$ cat src/rtl/pc_sequencer_if.sv
// pc_sequencer_if: decode-side controls and fetch-side outputs of the PC sequencer.
interface pc_sequencer_if #(parameter int D = 12);
    logic         start;
    logic [D-1:0] start_addr;
    logic         stall;
    logic         halt;
    logic         branch_en;
    logic         abs_jump;
    logic         call;
    logic         ret;
    logic [D-1:0] target;
    logic [D-1:0] prog_ctr;
    logic         fetch_valid;
    logic         done;
    logic         stack_err;
    modport master (
        output start, start_addr, stall, halt, branch_en, abs_jump, call, ret, target,
        input  prog_ctr, fetch_valid, done, stack_err
    );
    modport slave (
        input  start, start_addr, stall, halt, branch_en, abs_jump, call, ret, target,
        output prog_ctr, fetch_valid, done, stack_err
    );
endinterface

$ cat src/rtl/pc_sequencer.sv
// pc_sequencer: program counter with relative/absolute branches, call/return stack
// and an IDLE/RUN/HALTED run-control FSM.
module pc_sequencer #(
    parameter int D           = 12,
    parameter int STACK_DEPTH = 4
) (
    input logic            i_clk,
    input logic            i_rst,
    pc_sequencer_if.slave  bus
);
    localparam int AW = $clog2(STACK_DEPTH);
    localparam logic [AW:0] SP_FULL = (AW+1)'(STACK_DEPTH);
    typedef enum logic [1:0] {S_IDLE, S_RUN, S_HALTED} state_t;
    state_t         r_state, w_state_nxt;
    logic [D-1:0]   r_pc, w_pc_nxt;
    logic [AW:0]    r_sp, w_sp_nxt, w_sp_m1;
    logic [D-1:0]   r_stack [STACK_DEPTH];
    logic           r_err, w_err_nxt, w_push;
    logic [D-1:0]   w_pc_inc, w_br;
    assign w_pc_inc = r_pc + 1'b1;
    assign w_br     = bus.abs_jump ? bus.target : r_pc + bus.target;
    assign w_sp_m1  = r_sp - 1'b1;
    always_comb begin
        w_state_nxt = r_state;
        w_pc_nxt    = r_pc;
        w_sp_nxt    = r_sp;
        w_err_nxt   = r_err;
        w_push      = 1'b0;
        if (r_state != S_RUN) begin
            if (bus.start) begin
                w_state_nxt = S_RUN;
                w_pc_nxt    = bus.start_addr;
                w_sp_nxt    = '0;
                w_err_nxt   = 1'b0;
            end
        end else if (!bus.stall) begin
            if (bus.halt) begin
                w_state_nxt = S_HALTED;
            end else if (bus.ret) begin
                if (r_sp == '0) begin
                    w_err_nxt   = 1'b1;
                    w_state_nxt = S_HALTED;
                end else begin
                    w_pc_nxt = r_stack[w_sp_m1[AW-1:0]];
                    w_sp_nxt = w_sp_m1;
                end
            end else if (bus.branch_en && bus.call && r_sp == SP_FULL) begin
                w_err_nxt   = 1'b1;
                w_state_nxt = S_HALTED;
            end else if (bus.branch_en) begin
                w_pc_nxt = w_br;
                w_push   = bus.call;
                w_sp_nxt = bus.call ? r_sp + 1'b1 : r_sp;
            end else begin
                w_pc_nxt = w_pc_inc;
            end
        end
    end
    always_ff @(posedge i_clk) begin
        if (i_rst) begin
            r_state <= S_IDLE;
            r_pc    <= '0;
            r_sp    <= '0;
            r_err   <= 1'b0;
            for (int i = 0; i < STACK_DEPTH; i++) r_stack[i] <= '0;
        end else begin
            r_state <= w_state_nxt;
            r_pc    <= w_pc_nxt;
            r_sp    <= w_sp_nxt;
            r_err   <= w_err_nxt;
            if (w_push) r_stack[r_sp[AW-1:0]] <= w_pc_inc;
        end
    end
    assign bus.prog_ctr    = r_pc;
    assign bus.fetch_valid = (r_state == S_RUN);
    assign bus.done        = (r_state == S_HALTED);
    assign bus.stack_err   = r_err;
endmodule

$ cat src/flat_wrapper.sv
// flat-port wrapper written by rule: the top's interface ports become plain ports
module pc_sequencer_flat 
#(
    parameter int D           = 12,
    parameter int STACK_DEPTH = 4
)
  (i_clk, i_rst, bus_start, bus_start_addr, bus_stall, bus_halt, bus_branch_en, bus_abs_jump, bus_call, bus_ret, bus_target, bus_prog_ctr, bus_fetch_valid, bus_done, bus_stack_err);
  pc_sequencer_if #(.D(D)) bus_i ();
  input logic i_clk;
  input logic i_rst;
  input wire logic [$bits(bus_i.start)-1:0] bus_start;
  input wire logic [$bits(bus_i.start_addr)-1:0] bus_start_addr;
  input wire logic [$bits(bus_i.stall)-1:0] bus_stall;
  input wire logic [$bits(bus_i.halt)-1:0] bus_halt;
  input wire logic [$bits(bus_i.branch_en)-1:0] bus_branch_en;
  input wire logic [$bits(bus_i.abs_jump)-1:0] bus_abs_jump;
  input wire logic [$bits(bus_i.call)-1:0] bus_call;
  input wire logic [$bits(bus_i.ret)-1:0] bus_ret;
  input wire logic [$bits(bus_i.target)-1:0] bus_target;
  output wire logic [$bits(bus_i.prog_ctr)-1:0] bus_prog_ctr;
  output wire logic [$bits(bus_i.fetch_valid)-1:0] bus_fetch_valid;
  output wire logic [$bits(bus_i.done)-1:0] bus_done;
  output wire logic [$bits(bus_i.stack_err)-1:0] bus_stack_err;
  assign bus_i.start = bus_start;
  assign bus_i.start_addr = bus_start_addr;
  assign bus_i.stall = bus_stall;
  assign bus_i.halt = bus_halt;
  assign bus_i.branch_en = bus_branch_en;
  assign bus_i.abs_jump = bus_abs_jump;
  assign bus_i.call = bus_call;
  assign bus_i.ret = bus_ret;
  assign bus_i.target = bus_target;
  assign bus_prog_ctr = bus_i.prog_ctr;
  assign bus_fetch_valid = bus_i.fetch_valid;
  assign bus_done = bus_i.done;
  assign bus_stack_err = bus_i.stack_err;
  pc_sequencer #(.D(D), .STACK_DEPTH(STACK_DEPTH)) u_core (.i_clk(i_clk), .i_rst(i_rst), .bus(bus_i));
endmodule
$ cat config.mk
export PLATFORM = sky130hd
export DESIGN_NAME = pc_sequencer_flat
export DESIGN_NICKNAME = d
export VERILOG_FILES = /design/src/rtl/pc_sequencer_if.sv /design/src/rtl/pc_sequencer.sv /design/src/flat_wrapper.sv
export SDC_FILE = /design/constraint.sdc
export NUM_CORES = 1
export LEC_CHECK = 0
export CORE_ASPECT_RATIO = 0.6
export CORE_UTILIZATION = 61
export CTS_CLUSTER_DIAMETER = 30
export DETAILED_ROUTE_END_ITERATION = 6
export PLACE_DENSITY_LB_ADDON = 0.3
export RECOVER_POWER = 100
export SETUP_SLACK_MARGIN = 0.5
export SKIP_LAST_GASP = 1
export SYNTH_ARGS = -nofsm -noshare
export SYNTH_HDL_FRONTEND = slang
export SYNTH_SLANG_ARGS = --single-unit
export TNS_END_PERCENT = 30
$ cat constraint.sdc
create_clock -name i_clk -period 9.1 [get_ports i_clk]
set_input_delay 1.82 -clock i_clk [delete_from_list [all_inputs] [get_ports i_clk]]
set_output_delay 1.82 -clock i_clk [all_outputs]
set_load 0.02 [all_outputs]
== Word-level counts from Yosys, hierarchy flattened ==
Memory sizes are Yosys's and may differ from the RTL's.
Cells that the tools add are included.
Cells by class
  add/subtract/negate cells: 4
  mux-type cells: 46
  reductions and logical operators: 12
  equal/unequal tests: 11
Operators by type and width (count)
  $mux W12: 10
  $mux W3: 9
  $mux W1: 19
  $mux W2: 8
  $add A12 B1 Y12 const B: 1
  $add A12 B12 Y12: 1
  $reduce_or A12 Y1: 1
  $reduce_and A5 Y1: 2
  $reduce_bool A3 Y1: 3
  $reduce_and A7 Y1: 1
  $ne A2 B1 Y1 const B: 3
  $ne A3 B2 Y1 const B: 2
  $ne A4 B2 Y1 const B: 1
  $reduce_and A4 Y1: 1
  $reduce_bool A4 Y1: 1
  $add A3 B1 Y3 const B: 1
  $eq A3 B3 Y1 const B: 1
  $logic_not A3 Y1: 1
  $ne A3 B1 Y1 const B: 1
  $sub A3 B1 Y3 const B: 1
  $eq A2 B1 Y1 const B: 1
  $eq A2 B2 Y1 const B: 1
  $logic_and A1 B1 Y1: 2
  $ne A2 B2 Y1 const B: 1
Storage, ports and cells
  output and inout port bits: 15
  input bits: 33
  word-level logic and storage cells: 78
  memories kept: 1
  bits in registers: 18
  memory bits (writable): 48
Memory list
  u_core.r_stack: depth 4, bits a word 12, read ports 1, clocked after memory_dff 0, write ports 4, RTL line pc_sequencer.sv:17  | logic [D-1:0] r_stack [STACK_DEPTH];

== Depth between registers and ports, before layout ==
Gate-level depths: netlist (run 1).
  word-level depth: 12
  depth in mapped cells: 11
  depth with buffers taken out: 9

== Least setup slack after synthesis (run 1) ==
No wires, ideal clock.
  kind: input port to flip-flop
  start point: input bus_halt
  end point: memory u_core.r_stack[3][0] (enable)
  arrival time: 3.389 ns
  data required time: 8.700 ns
  setup slack: 5.311 ns
  cell stages on the path: 4
  library setup time: 0.400 ns
  buffers on the path: 0
  cell sequence: nor2_1 > nand2_2 > a2111o_1 > o31ai_1
RTL lines
  start: declaration: RTL line flat_wrapper.sv:14  | input wire logic [$bits(bus_i.halt)-1:0] bus_halt;
  end: declaration: RTL line pc_sequencer.sv:17

==> run_results.csv, run 1 <==
group,metric,value,unit
status,status,"finished with violations",
status,violations,"capacitance limit, slew limit",
power_and_ir_drop,p_leak,1.698,nW
worst_setup_path,cp_slowest_cell,"dlygate4sd3_1",
route,drc,0,
route,drt-total-wl,11.36,mm
power_and_ir_drop,power_density,171.7,mW/mm²
timing,fin_tns_setup,0,ns
worst_setup_path,r2r_start,"u_core.r_sp[0]$_SDFFE_PP0P_",
timing,rsz0062_at_grt,"no",
clocking,cts_sinks,66,
timing,fmax,206.9,MHz
min_path,hp-class,"flop to flop",
run,max_cap_viol_count,1,
logic_synthesis,synth_edf_count,48,
finish,syn2layout_area_growth,16.63,%
power_and_ir_drop,irDropWorstVdd,0.0001511,V
worst_setup_path,setup.worst_path.end_class,"flop",
timing,setup_viol,0,
placed_design,gp_congestion,0.9313,
min_path,holdPathEnd,"u_core.bus.stack_err$_SDFFE_PP0P_",
floorplanning,core_area,0.006193,mm²
global_route,grt.overflow.total,0,
finish,drive_gt1_frac,0.07852,
worst_setup_path,crit_chain,"dlygate4sd3_1 > nand2_1 > a2111o_1 > nand2b_1 > or3_1 > nand2_1",
timing,hold_slack,0.4860,ns
global_route,grt_usage,0.3490,
logic_synthesis,syn_area,0.003980,mm²
logic_synthesis,avgSynthCellArea,10.21,µm²
clocking,post_cts_resized,0,
clocking,clkSlewWorstSetupHoldPaths,0.07,ns
route,route.detailed.wl_per_inst,21.97,µm
finish,layout.nets,477,
clocking,clockBufferDepth,2,
clocking,cts_setup_buffers,0,
global_route,grt_pass1_wl,17.35,mm
min_path,worstHoldPathCells,2,
floorplanning,die-area,0.006863,mm²
min_path,hp-start,"u_core.bus.stack_err$_SDFFE_PP0P_",
worst_setup_path,worstPathMaxFanout,17,
logic_synthesis,synth_top_cell_by_area,"edfxtp_1",
logic_synthesis,synthCells,390,
finish,antenna_cells,0,
clocking,numCtsBuffers,9,
route,vias,3444,
clocking,cts_root_buf,"clkbuf_8",
worst_setup_path,arrival,4.82,ns
floorplanning,ioPinCount,48,
route,initialDrtViolationCount,518,
placed_design,hpwl,8.474,mm
timing,skew,0.008782,ns
worst_setup_path,start_kind,"input port",
route,ant_nets,0,
clocking,cts_hold_buf,0,
placed_design,dp_slack,4.412,ns
route,vias_per_cell,6.662,
worst_setup_path,cpMostUsedCell,"nand2_1",
clocking,cts.htree.levels,3,
global_route,grt_pass1_vias,3109,
timing,fin_crit,4.833,ns
logic_synthesis,synth_top_flop_cell,"edfxtp_1",
timing,tightest_slew,1.774,ns
floorplanning,die_h,64.57,µm
timing,hold_viol,0,
timing,final_max_slew_viol_count,13,
worst_setup_path,criticalPathCategory,"input port to flop",
logic_synthesis,async_flop_share,0,
logic_synthesis,synth_nets,439,
global_route,antenna_found_initial,0,
clocking,clock_latency,0.35,ns
placed_design,place_inst,501,
floorplanning,row_count,22,
logic_synthesis,ys_top_cells_by_area,"edfxtp_1 (36%), dfxtp_1 (9.1%), nor2_1 (7.2%)",
floorplanning,initial_utilization,0.6426,
logic_synthesis,netlist.area_leader.share,0.3622,
global_route,grt_max_degree,20,
worst_setup_path,reg2reg_to,"u_core.r_stack[1][5]$_SDFFCE_PN0P_",
timing,fin_ws,4.267,ns
finish,final_cells,517,
timing,maxSlewHeadroom,-0.1926,
worst_setup_path,regToRegSetupSlack,5.30,ns
route,dr.pass1.iters,5,
worst_setup_path,max_stage_delay,0.97,ns
clocking,cts_tree,"done",
logic_synthesis,yosysWarnings,0,
placed_design,port_buffers,47,
logic_synthesis,ys_ff_latch,66,
logic_synthesis,yosysSeqAreaShare,0.4527,
worst_setup_path,worst_r2r_path_depth,6,
timing,finalCritPeriodShare,0.5311,
floorplanning,dieWidth,106.3,µm
worst_setup_path,worst_ep_required_time,9.09,ns
logic_synthesis,synth_cell_types,59,
## worst max-delay path by stage
stage                  startpoint                                   to  slack (ns)
global placement    bus_branch_en  u_core.r_stack[2][11]$_SDFFCE_PN0P_        4.52
floorplan                bus_halt       u_core.r_stack[3][0]$_DFFE_PP_        5.31
global route        bus_branch_en  u_core.r_stack[1][10]$_SDFFCE_PN0P_        4.08
detailed placement  bus_branch_en   u_core.r_stack[1][6]$_SDFFCE_PN0P_        4.41
finish              bus_branch_en   u_core.r_stack[1][5]$_SDFFCE_PN0P_        4.27
CTS                 bus_branch_en   u_core.r_stack[1][2]$_SDFFCE_PN0P_        4.77
## area by class of cell
type	count	area [µm²]
sequential	66	1802
inverter	12	50.05
fill	442	1551
tap	84	105.1
clock buffer	9	123.9
timing repair buffer	48	478.0
clock inverter	7	92.59
multi-input combinational	291	1991
## sequential cells by signal (all words and copies together) (netlist names)
name and cells:
u_core.r_stack 48, u_core.bus.prog_ctr 12, u_core.r_sp 3, u_core.r_state 2
u_core.bus.stack_err 1
## power by group
part	internal [mW]	total [mW]	leakage (nW)	switching, mW
clock network	0.154	0.274	0.105	0.121
registers	0.336	0.356	0.643	0.0201
logic	0.0704	0.167	0.950	0.0965
total	0.560	0.797	1.70	0.237
## metal layers
layer | global-route usage | vias to the layer above | wire length, µm
li1 | - | 1527 | -
met1 | 0.5251 | 1587 | 4693
met2 | 0.4805 | 298 | 4563
met3 | 0.1227 | 32 | 1913
met4 | 0.07118 | 0 | 186
met5 | 0 | - | 0
## through the flow
stage	total power [mW]	instance area (µm²)	util
4_1_cts	0.7927	4669	0.7539
3_5_place_dp	0.5253	4453	0.7190
6_report	0.7972	4642	0.7495
3_3_place_gp	0.5202	4453	0.7190
5_1_grt	0.8187	4642	0.7495
2_1_floorplan	0.4630	3980	-
## critical path, delay by kind of cell
family / cells / cell delay, ns
AOI/OAI and AO/OA: 1 / 0.34
and+or+nand+nor: 4 / 1.69
buffers and inverters: 1 / 0.97
## cells in the final DEF, fill, tap and decap left out, types with 12 or more instances in the layout
cell type,synthesis,routed
a21oi_1,21,21
clkdlybuf4s50_1,0,30
dfxtp_1,18,18
dlygate4sd3_1,0,17
edfxtp_1,48,48
ha_1,15,15
mux4_2,12,12
nand2_1,30,30
nor2_1,76,76
## cell usage after synthesis, types with 9 or more instances
master    instances
nor2_1           76
o21ai_0           9
dfxtp_1          18
mux4_2           12
nand2_1          30
nand3_1          10
o211ai_1         10
ha_1             15
clkbuf_1         11
xor2_1           10
xnor2_1          10
inv_1            10
a21oi_1          21
edfxtp_1         48
## kinds of logic after synthesis
family / synth area share
xor gates and xnor gates: 0.04401
DFF: 0.4527
adders and majority gates: 0.05219
buffers and inverters: 0.04149
muxes: 0.08865
AOI/OAI and AO/OA: 0.1412
and+or+nand+nor: 0.1798
(Power assumes the default switching activity.)
==> inputs of run 2 (changes only) <==
Settings changed: CORE_UTILIZATION 61 to 56.
Clock period 9.1 ns to 5 ns, I/O delays scaled along.
==> run_results.csv, run 2 (same netlist as run 1, synthesis figures left out) <==
group,metric,value,unit
finish,top_register,"u_core.r_stack",
min_path,hp-start,"u_core.bus.stack_err$_SDFFE_PP0P_",
timing,fin_crit,3.854,ns
floorplanning,die_h,67.30,µm
finish,fin_area,0.004762,mm²
floorplanning,die-area,0.007459,mm²
route,drc,0,
global_route,use_met3,0.09695,
power_and_ir_drop,power_density,339.9,mW/mm²
route,initialDrtViolationCount,446,
worst_setup_path,criticalPathCategory,"input port to flop",
finish,drive_gt1_frac,0.08486,
timing,setup_viol,0,
worst_setup_path,start_kind,"input port",
finish,final_common_cell,"nor2_1",
timing,skew,0.003830,ns
global_route,grt_util_met1,0.4764,
clocking,cts_tree,"done",
clocking,clock_latency,0.33,ns
finish,largest_register_ffs,48,
status,status,"finished with violations",
power_and_ir_drop,power,1.618,mW
worst_setup_path,arrival,3.82,ns
floorplanning,initial_utilization,0.5885,
global_route,grt_pass1_vias,3049,
route,route.detailed.wl_per_inst,22.43,µm
finish,syn2layout_area_growth,19.65,%
placed_design,port_buffers,47,
finish,antenna_cells,0,
floorplanning,ioPinCount,48,
min_path,hp-class,"flop to flop",
route,vias_per_cell,6.637,
placed_design,postPlaceCellArea,0.004479,mm²
placed_design,gp_congestion,0.9562,
clocking,cts_hold_buf,0,
timing,fmax,259.5,MHz
clocking,clockBufferDepth,2,
global_route,grt.overflow.total,0,
status,violations,"capacitance limit, slew limit",
global_route,grt-busiest-layer,"met1",
global_route,grt_usage,0.3261,
route,vias,3471,
worst_setup_path,worstPathMaxFanout,16,
timing,tightest_slew,1.891,ns
run,max_cap_viol_count,1,
timing,hold_viol,0,
floorplanning,core_area,0.006763,mm²
worst_setup_path,setup.worst_path.end_class,"flop",
finish,layout.nets,480,
global_route,grt_util_met2,0.4643,
floorplanning,dieWidth,110.8,µm
clocking,cts_setup_buffers,0,
route,drt-total-wl,11.73,mm
route,ant_nets,0,
floorplanning,row_count,23,
clocking,clkSlewWorstSetupHoldPaths,0.05,ns
clocking,cts_root_buf,"clkbuf_16",
power_and_ir_drop,p_leak,1.758,nW
clocking,cts_sinks,66,
timing,maxSlewHeadroom,-0.2713,
timing,rsz0062_at_grt,"no",
route,dr.pass1.iters,5,
clocking,cts.htree.levels,3,
placed_design,hpwl,8.525,mm
global_route,grt_pass1_wl,17.47,mm
clocking,numCtsBuffers,9,
global_route,antenna_found_initial,0,
worst_setup_path,worst_ep_required_time,4.97,ns
finish,final_cell_mix,"nor2_1 (76), edfxtp_1 (48), clkdlybuf4s50_1 (31)",
power_and_ir_drop,irDropWorstVdd,0.0002607,V
timing,fin_tns_setup,0,ns
global_route,grt_max_degree,20,
timing,finalCritPeriodShare,0.7708,
worst_setup_path,r2r_start,"u_core.r_sp[0]$_SDFFE_PP0P_",
worst_setup_path,cp-startpoint,"bus_ret",
timing,final_max_slew_viol_count,13,
clocking,post_cts_resized,0,
==> run 2: where the power goes <==
part	switching (mW)	leakage [nW]	internal (mW)	total [mW]
combinational	0.181	0.965	0.130	0.311
clock	0.231	0.150	0.433	0.664
sequential	0.0314	0.643	0.612	0.644
==> run 2: worst max-delay path, cell delays in order <==
cell and delay [ns]:
dlygate4sd3_1 0.77, a2111o_1 0.49, nand2b_1 0.41, or3_1 0.63, nand2_1 0.50
==> run 2: path summary, 6_finish.rpt <==
path	end	slack (ns)	depth (start not counted)
worst max-delay path	u_core.r_stack[2][6]$_SDFFCE_PN0P_	1.15	5
worst min register to register	u_core.bus.stack_err$_SDFFE_PP0P_	0.47	2
worst max register to register	u_core.r_stack[2][6]$_SDFFCE_PN0P_	1.60	7
worst min-delay path	u_core.bus.stack_err$_SDFFE_PP0P_	0.47	2
==> run 2: stage by stage <==
| stage | worst slack [ns] | utilization | instances | hold slack (ns) |
|---|---|---|---|---|
| detailed placement | 1.263 | 0.6624 | 507 | 0.4778 |
| floorplan | 2.031 | - | 390 | 0.4730 |
| global route | 1.019 | 0.7042 | 523 | 0.5189 |
| finish | 1.146 | 0.7042 | 523 | 0.4720 |
| global placement | 1.395 | 0.6624 | 507 | 0.4554 |
| CTS | 1.588 | 0.7082 | 523 | 0.4903 |
==> run 2: cell type report <==
type / count / area, µm²
clock inverter: 6 / 81.33
timing repair buffer: 51 / 500.5
multi-input combinational: 291 / 1991
clock buffer: 10 / 229.0
sequential: 66 / 1802
fill: 499 / 2001
tap: 87 / 108.9
inverter: 12 / 50.05
==> run 2: metal layers <==
layer	part of all wire	up-vias
li1	-	1525
met1	0.42	1652
met2	0.42	272
met3	0.15	22
met4	0.014	0
met5	0	-
==> inputs of run 3 (changes only) <==
Clock period 5 ns to 3.65 ns, I/O delays scaled along.
==> run_results.csv, run 3 (same netlist as run 1, synthesis figures left out) <==
group,metric,value,unit
status,status,"finished clean",
global_route,grt_pass1_wl,16.67,mm
global_route,grt_usage,0.3028,
timing,hold_slack,0.4635,ns
global_route,grt.overflow.total,0,
finish,fin_area,0.004795,mm²
route,drc,0,
clocking,clock_latency,0.33,ns
global_route,grt_pass1_vias,3040,
worst_setup_path,max_stage_delay,0.55,ns
timing,hold_viol,0,
worst_setup_path,arrival,3.13,ns
worst_setup_path,criticalPathCategory,"input port to flop",
finish,drive_gt1_frac,0.09297,
route,vias_per_cell,6.432,
timing,final_max_slew_viol_count,0,
worst_setup_path,timing.critical_path.buf_inv,1,
min_path,hp-class,"flop to flop",
clocking,numCtsBuffers,9,
clocking,cts_hold_buf,0,
finish,antenna_cells,0,
floorplanning,ioPinCount,48,
worst_setup_path,worstPathMaxFanout,15,
floorplanning,core_area,0.006763,mm²
worst_setup_path,cpLargestDelayFamily,"simple AND/OR/NAND/NOR gates",
power_and_ir_drop,power_density,450.2,mW/mm²
finish,top_register,"u_core.r_stack",
floorplanning,die-area,0.007459,mm²
clocking,clockBufferDepth,2,
clocking,clkSlewWorstSetupHoldPaths,0.06,ns
finish,final_cells,528,
clocking,cts.htree.levels,3,
placed_design,place_inst,512,
route,vias,3396,
clocking,cts_sinks,66,
worst_setup_path,worst_ep_required_time,3.61,ns
finish,layout.nets,485,
timing,tightest_slew,0.8143,ns
floorplanning,die_h,67.30,µm
timing,fin_crit,3.167,ns
finish,final_common_cell,"nor2_1",
clocking,cts_root_buf,"clkbuf_16",
floorplanning,row_count,23,
placed_design,port_buffers,47,
finish,final_cell_mix,"nor2_1 (76), edfxtp_1 (48), nand2_1 (30)",
route,initialDrtViolationCount,353,
route,drt-total-wl,10.71,mm
worst_setup_path,cp_slowest_cell,"dlygate4sd3_1",
clocking,cts_tree,"done",
global_route,antenna_found_initial,0,
power_and_ir_drop,irDropWorstVdd,0.0002919,V
timing,rsz0062_at_grt,"yes",
placed_design,gp_congestion,0.9440,
timing,fin_tns_setup,0,ns
clocking,cts_setup_buffers,0,
floorplanning,initial_utilization,0.5885,
placed_design,hpwl,7.898,mm
finish,largest_register_ffs,48,
run,max_cap_viol_count,0,
timing,setup_viol,0,
worst_setup_path,crit_chain,"dlygate4sd3_1 > nor2_1 > nand2_2 > a2111o_1 > nand2b_4 > or3_4 > nand2_1",
timing,maxSlewHeadroom,0.4571,
finish,utilization,0.7090,
global_route,grt_max_degree,20,
route,ant_nets,0,
timing,fmax,315.7,MHz
power_and_ir_drop,p_leak,1.784,nW
route,route.detailed.wl_per_inst,20.28,µm
timing,skew,0.006347,ns
placed_design,postPlaceCellArea,0.004517,mm²
finish,multi_input_area,0.002008,mm²
finish,fill_cells,514,
finish,ff_latch_area,0.001802,mm²
timing,finalCritPeriodShare,0.8678,
worst_setup_path,setup.worst_path.end_class,"flop",
floorplanning,dieWidth,110.8,µm
route,dr.pass1.iters,5,
finish,syn2layout_area_growth,20.47,%
worst_setup_path,start_kind,"input port",
==> run 3: through the flow <==
| stage | setup slack, ns | total power [mW] |
|---|---|---|
| CTS | 0.6214 | 2.164 |
| floorplan | 0.7052 | 1.154 |
| global placement | 0.4044 | 1.303 |
| finish | 0.4826 | 2.159 |
| global route | 0.3848 | 2.232 |
| detailed placement | 0.3033 | 1.311 |
==> run 3: cell type report <==
| class | count | area share |
|---|---|---|
| clock buffers | 13 | 0.05428 |
| inverters | 12 | 0.01044 |
| multi-input cells | 291 | 0.4188 |
| flip-flops and latches | 66 | 0.3758 |
| well taps | 87 | 0.02270 |
| clock inverters | 3 | 0.008090 |
| repair buffers | 56 | 0.1099 |
==> run 3: report_power, final <==
group / internal, mW / switching (mW) / total [mW]
clock network: 0.563 / 0.298 / 0.861
logic: 0.180 / 0.241 / 0.421
registers: 0.838 / 0.0383 / 0.877
==> run 3: final timing paths <==
kind                            cells past startpoint                                    to  slack, ns                           startpoint
worst max-delay path                                7    u_core.r_stack[2][2]$_SDFFCE_PN0P_       0.48                             bus_halt
worst min-delay path                                2     u_core.bus.stack_err$_SDFFE_PP0P_       0.46    u_core.bus.stack_err$_SDFFE_PP0P_
worst max register to register                      9  u_core.bus.prog_ctr[10]$_SDFFE_PP0P_       0.84  u_core.bus.prog_ctr[0]$_SDFFE_PP0P_
worst min register to register                      2     u_core.bus.stack_err$_SDFFE_PP0P_       0.46    u_core.bus.stack_err$_SDFFE_PP0P_
==> run 3: metal layers <==
layer	track usage	part of all wire	up-vias	routed length, µm
met2	0.4317	0.42	222	4514
met1	0.4430	0.44	1611	4728
met5	0	0	-	0
met4	0.1033	0.014	0	152
li1	-	-	1545	-
met3	0.08528	0.12	18	1314
==> run 3: worst min-delay path: cells and delay by family, from the launching register on <==
kind               cells  cell delay [ns]
AOI/OAI and AO/OA      1             0.04
DFF                    1             0.32
and+or+nand+nor        1             0.07
==> run 3: timing repair <==
action,4_1_cts,5_1_grt
endpoints found under the hold margin,0,0
setup endpoints to repair,0,5
gates resized for setup,0,1
